<file path="src/rtl/calc_pkg.sv">
// rtl/calc_pkg.sv - shared types and defaults for the ALU request arbiter
package calc_pkg;

  localparam int DEFAULT_DATA_WIDTH = 16;

  typedef enum logic [1:0] {
    OP_ADD = 2'b00,
    OP_SUB = 2'b01,
    OP_MUL = 2'b10,
    OP_DIV = 2'b11
  } alu_op_e;

  typedef enum logic [1:0] {
    ST_IDLE,
    ST_ISSUE,
    ST_WAIT,
    ST_RESP
  } arb_state_e;

endpackage

</file>
<file path="src/rtl/rr_arbiter2.sv">
// rtl/rr_arbiter2.sv - two-way round-robin arbiter with one-hot grant
module rr_arbiter2 (
  input  logic       clk,
  input  logic       rst,
  input  logic [1:0] req,
  input  logic       accept,
  output logic [1:0] grant,
  output logic       grant_idx
);

  // ptr names the requester preferred when both are asking
  logic ptr;

  always_comb begin
    grant = req;
    if (req == 2'b11) begin
      grant = ptr ? 2'b10 : 2'b01;
    end
  end

  assign grant_idx = grant[1];

  always_ff @(posedge clk) begin
    if (rst) begin
      ptr <= 1'b0;
    end else if (accept) begin
      ptr <= ~grant_idx;
    end
  end

endmodule

</file>
<file path="src/rtl/alu_arbiter.sv">
// rtl/alu_arbiter.sv - shares one ALU between two requesters, one operation in flight
module alu_arbiter
  import calc_pkg::*;
#(
  parameter int DATA_WIDTH     = DEFAULT_DATA_WIDTH,
  parameter int TIMEOUT_CYCLES = 64
) (
  input  logic                       clk,
  input  logic                       rst,
  input  logic [1:0][DATA_WIDTH-1:0] i_req_a,
  input  logic [1:0][DATA_WIDTH-1:0] i_req_b,
  input  logic [1:0][1:0]            i_req_op,
  input  logic [1:0]                 i_req_signed,
  input  logic [1:0]                 i_req_valid,
  output logic [1:0]                 o_req_ready,
  output logic [DATA_WIDTH-1:0]      o_rsp_result,
  output logic                       o_rsp_error,
  output logic [1:0]                 o_rsp_valid,
  input  logic [1:0]                 i_rsp_ready,
  output logic [DATA_WIDTH-1:0]      o_alu_input_a,
  output logic [DATA_WIDTH-1:0]      o_alu_input_b,
  output logic [1:0]                 o_alu_input_op,
  output logic                       o_alu_input_signed,
  output logic                       o_alu_input_valid,
  input  logic                       i_alu_input_ready,
  input  logic [DATA_WIDTH-1:0]      i_alu_result,
  input  logic                       i_alu_error,
  input  logic                       i_alu_result_valid,
  output logic                       o_alu_result_ready
);

  localparam int CW = $clog2(TIMEOUT_CYCLES);

  arb_state_e            state_q, state_d;
  logic [DATA_WIDTH-1:0] a_q, b_q, res_q;
  alu_op_e               op_q;
  logic                  sgn_q, err_q, gnt_q;
  logic [CW-1:0]         cnt_q;

  logic [1:0] arb_req, arb_grant, rsp_valid;
  logic       arb_idx, alu_valid, alu_rr, timeout;

  assign arb_req = (state_q == ST_IDLE) ? i_req_valid : 2'b00;
  assign timeout = (cnt_q == CW'(TIMEOUT_CYCLES - 1));

  rr_arbiter2 u_rr (
    .clk       (clk),
    .rst       (rst),
    .req       (arb_req),
    .accept    (|arb_grant),
    .grant     (arb_grant),
    .grant_idx (arb_idx)
  );

  always_comb begin
    state_d   = state_q;
    alu_valid = 1'b0;
    alu_rr    = 1'b0;
    rsp_valid = 2'b00;
    case (state_q)
      ST_IDLE: begin
        // keep draining the ALU so a result from a timed-out operation is dropped here
        alu_rr = 1'b1;
        if (|arb_grant) state_d = ST_ISSUE;
      end
      ST_ISSUE: begin
        alu_valid = 1'b1;
        if (i_alu_input_ready) state_d = ST_WAIT;
      end
      ST_WAIT: begin
        alu_rr = 1'b1;
        if (i_alu_result_valid || timeout) state_d = ST_RESP;
      end
      ST_RESP: begin
        rsp_valid[gnt_q] = 1'b1;
        if (i_rsp_ready[gnt_q]) state_d = ST_IDLE;
      end
      default: state_d = ST_IDLE;
    endcase
  end

  always_ff @(posedge clk) begin
    if (rst) begin
      state_q <= ST_IDLE;
      a_q     <= '0;
      b_q     <= '0;
      op_q    <= OP_ADD;
      sgn_q   <= 1'b0;
      gnt_q   <= 1'b0;
      res_q   <= '0;
      err_q   <= 1'b0;
      cnt_q   <= '0;
    end else begin
      state_q <= state_d;
      case (state_q)
        ST_IDLE: begin
          if (|arb_grant) begin
            a_q   <= i_req_a[arb_idx];
            b_q   <= i_req_b[arb_idx];
            op_q  <= alu_op_e'(i_req_op[arb_idx]);
            sgn_q <= i_req_signed[arb_idx];
            gnt_q <= arb_idx;
          end
        end
        ST_ISSUE: begin
          if (i_alu_input_ready) cnt_q <= '0;
        end
        ST_WAIT: begin
          // a result landing on the timeout cycle still takes priority
          if (i_alu_result_valid) begin
            res_q <= i_alu_result;
            err_q <= i_alu_error;
          end else if (timeout) begin
            res_q <= '0;
            err_q <= 1'b1;
          end else begin
            cnt_q <= cnt_q + 1'b1;
          end
        end
        default: ;
      endcase
    end
  end

  // outputs are forced quiet for the whole cycle in which reset is asserted
  assign o_req_ready        = rst ? 2'b00 : arb_grant;
  assign o_rsp_valid        = rst ? 2'b00 : rsp_valid;
  assign o_rsp_result       = rst ? '0 : res_q;
  assign o_rsp_error        = ~rst & err_q;
  assign o_alu_input_valid  = ~rst & alu_valid;
  assign o_alu_result_ready = ~rst & alu_rr;
  assign o_alu_input_a      = a_q;
  assign o_alu_input_b      = b_q;
  assign o_alu_input_op     = op_q;
  assign o_alu_input_signed = sgn_q;

endmodule

</file>
<file path="config.mk">
export PLATFORM = sky130hd
export DESIGN_NAME = alu_arbiter
export DESIGN_NICKNAME = d
export VERILOG_FILES = /design/src/rtl/calc_pkg.sv /design/src/rtl/rr_arbiter2.sv /design/src/rtl/alu_arbiter.sv
export SDC_FILE = /design/constraint.sdc
export NUM_CORES = 1
export LEC_CHECK = 0
export BUFFER_PORTS_ARGS = -buffer_cell sky130_fd_sc_hd__buf_2
export CAP_MARGIN = 5
export CELL_PAD_IN_SITES_DETAIL_PLACEMENT = 2
export CELL_PAD_IN_SITES_GLOBAL_PLACEMENT = 2
export CORE_ASPECT_RATIO = 0.8
export CORE_MARGIN = 2
export CORE_UTILIZATION = 25
export CTS_BUF_LIST = sky130_fd_sc_hd__clkbuf_2 sky130_fd_sc_hd__clkbuf_4 sky130_fd_sc_hd__clkbuf_8
export DETAILED_ROUTE_END_ITERATION = 8
export PLACE_DENSITY_LB_ADDON = 0.1
export SYNTH_ARGS = -nofsm -noshare
export SYNTH_HDL_FRONTEND = slang
export SYNTH_SLANG_ARGS = --single-unit
export TNS_END_PERCENT = 1
</file>
<file path="constraint.sdc">
create_clock -name clk -period 1.81 [get_ports clk]
set_input_delay 0.362 -clock clk [delete_from_list [all_inputs] [get_ports clk]]
set_output_delay 0.362 -clock clk [all_outputs]
set_load 0.01 [all_outputs]
</file>
==> flow_metrics.env <==
export IMPL_ant_nets=0
export IMPL_synth_cell_area_mm2=0.00303
export IMPL_worst_endpoint_arrival_ns=1.39
export IMPL_fin_crit_sh=0.966
export IMPL_grt_overflow=0
export IMPL_syn_avg_cell_area_um2=10.1
export IMPL_r2r_setup_slack_ns=0.13
export IMPL_fin_ws_ns=0.0619
export IMPL_report_final_setup_viol=0
export IMPL_grt_usage=0.154
export IMPL_htree_levels=3
export IMPL_register_area_mm2=0.00125
export IMPL_synth_top_cell_by_area="dfxtp_1"
export IMPL_nFillCells=1316
export IMPL_num_rows=35
export IMPL_pwr_share_comb=0.414
export IMPL_synthFlopType="dfxtp_1"
export IMPL_clkTransAtPathRegs_ns=0.08
export IMPL_cts_buffers_inserted=9
export IMPL_drt_pass1_iter_count=4
export IMPL_wl_um=9860
export IMPL_synth_edf_count=0
export IMPL_cts_tree="built"
export IMPL_finClkSkew_ns=0.00759
export IMPL_p_total_mw=5.65
export IMPL_portBuffers=152
export IMPL_multi_input_area_mm2=0.00168
export IMPL_design_die_area_mm2=0.0130
export IMPL_finalWeightedCongestion=0.757
export IMPL_die_height_um=103
export IMPL_pin_count=153
export IMPL_ir_worst_vdd_mv=0.448
export IMPL_max_freq_mhz=572
export IMPL_cp_cell_sequence="inv_2, ha_4, buf_6, nand2_1, a211oi_2, buf_2"
export IMPL_min_period_ns=1.75
export IMPL_cts_buffer_depth=2
export IMPL_cp_top_family="buffers and inverters"
export IMPL_worst_slew_pin_slew_ns=0.453
export IMPL_via_per_inst=4.68
export IMPL_yosys_warnings=0
export IMPL_cp_num_buf_inv=3
export IMPL_synthTopCellsByArea="dfxtp_1 41%, mux2i_1 13%, a211oi_2 12%"
export IMPL_syn2layout_area_growth_pct=41.3
export IMPL_vias=2857
export IMPL_yosysUniqueCellTypes=37
export IMPL_diodes=0
export IMPL_leakage_nw=1.93
export IMPL_cpPeakStageDelay_ns=0.35
export IMPL_p_seq_frac=0.346
export IMPL_initial_core_util=0.259
export IMPL_end_kind="primary output"
export IMPL_insertion_delay_ns=0.35
export IMPL_drv_cap=0
export IMPL_coreArea_mm2=0.0117
export IMPL_rsz0062_at_grt="yes"
export IMPL_seq_area_frac_synth=0.409
export IMPL_netSwitchingFraction=0.370
export IMPL_yosys_cell_count_top_type="dfxtp_1"
export IMPL_grt_max_degree=71
export IMPL_status="complete, no violations"
export IMPL_ys_top_cells_by_count="62 x dfxtp_1, 43 x nor2_1, 38 x mux2i_1, 28 x a211oi_2, 22 x nor2b_1"
export IMPL_final_nets=558
export IMPL_p_int_mw=3.56
export IMPL_setup_worst_path_class="flip-flop to primary output"
export IMPL_clockRootBuffer="clkbuf_8"
export IMPL_synth_nets=401
export IMPL_async_flop_share=0
export IMPL_cp_slowest_cell="dfxtp_2"
export IMPL_required_ns=1.45
export IMPL_finalHoldViolCount=0
export IMPL_antenna_found_initial=0
export IMPL_cts_sinks=62
export IMPL_syn_inst=301
export IMPL_power_density_mw_per_mm2=1320
export IMPL_drc=0
export IMPL_synth_top_cell_area_share=0.409
export IMPL_die_w_um=127
export IMPL_maxSlewHeadroom=0.690
export IMPL_start_kind="flip-flop"
export IMPL_dp_hpwl_um=7190
export IMPL_grt_pass1_wl_um=15600
export IMPL_ys_ff_latch=62
export IMPL_p_switching_mw=2.09
export IMPL_place_ws_ns=0.104
export IMPL_min_delay_path_class="input pin to flip-flop"
export IMPL_holdBufCountCts=0
export IMPL_grt_pass1_vias=3056
export IMPL_p_clk_frac=0.240
export IMPL_report_final_slew_viol_count=0
export IMPL_wl_per_cell_um=16.1
export IMPL_worstPathMaxFanout=4
export IMPL_drive_gt1_frac=0.495
export IMPL_drt_iter0_drc=62
## layout by cell type (no fill, tap or decap), types with 2 or more instances in the layout
cell type and n:
buf_2 152, dfxtp_1 60, nor2_1 43, mux2i_1 38
a211oi_2 30, nor2b_1 19, a22o_1 18, buf_4 10
clkbuf_8 9, nand2_1 8, a21oi_1 7, a211oi_1 6
nand2b_1 5, nor3_1 5, o21ai_0 4, ha_1 4
clkinv_2 4, nand3_1 3, buf_12 3, nand2_2 2
nor2b_4 2, and4_1 2, a31oi_1 2, bufinv_16 2
buf_6 2
## power by group through the flow
stage	sequential (mW)	clock (mW)	combinational [mW]
global route	2.01	1.46	2.59
global placement	1.94	0	2.22
finish	1.95	1.36	2.34
detailed placement	1.97	0	2.28
CTS	1.96	1.42	2.36
floorplan	2.10	0	1.33
## final timing paths
check / from / to / cells past startpoint
max: state_q[0]$_SDFFE_PP0P_ / o_req_ready[0] / 6
min reg2reg: o_alu_input_a[7]$_SDFFE_PP0P_ / o_alu_input_a[7]$_SDFFE_PP0P_ / 2
min: i_alu_result[6] / res_q[6]$_SDFFE_PP0P_ / 2
max reg2reg: state_q[0]$_SDFFE_PP0P_ / o_alu_input_b[4]$_SDFFE_PP0P_ / 8
## per-layer routing
layer / routed length [um] / vias to the layer above / share of wire / GRT usage
met2: 4520 / 100 / 0.46 / 0.257
met1: 4490 / 1345 / 0.46 / 0.190
met4: 136 / 0 / 0.014 / 0.0533
li1: - / 1402 / - / -
met3: 709 / 10 / 0.072 / 0.0503
met5: 0 / - / 0 / 0
## flip-flops by register name, summed over array words and instances (netlist names)
name and count:
res_q 16, u_rr.ptr 1, err_q 1, gnt_q 1, state_q 2, o_alu_input_signed 1
o_alu_input_a 16, o_alu_input_b 16, o_alu_input_op 2, cnt_q 6
## area by class of cell
cell class / count / share of cell area
inverters: 3 / 0.00321
clock inverters: 7 / 0.0207
well taps: 148 / 0.0432
flip-flops and latches: 62 / 0.291
clock buffers: 9 / 0.0289
repair buffers: 168 / 0.220
multi-input cells: 214 / 0.393
## through the flow
step	cells	instance area [um2]	util	hold slack, ns	TNS [ns]
after floorplan	301	3030	-	0.469	0
after global placement	593	4000	0.342	0.486	0
after detailed placement	593	4000	0.342	0.498	0
after CTS	611	4260	0.364	0.191	0
after global routing	611	4280	0.366	0.204	-0.0613
final	611	4280	0.366	0.217	0
## what timing repair did
item,in CTS,in global routing
resized for setup,11,6
setup buffers,2,0
setup endpoints to repair,3,9
pin swaps,2,1
## cell families after synthesis
kind of cell / share of synthesized area
adder cells (fa/ha/maj): 0.0206
AND/OR/NAND/NOR: 0.154
AO/OA/AOI/OAI: 0.230
flip-flops: 0.409
buffers and inverters: 0.0532
multiplexers: 0.133
## worst register-to-register path: cells and delay by family (launching register included)
kind / cells / cell delay (ns)
flops: 1 / 0.35
simple gates: 2 / 0.29
compound gates: 1 / 0.20
fa+ha+maj: 1 / 0.14
buf+inv: 4 / 0.64
Power figures use the tool's default switching activity.
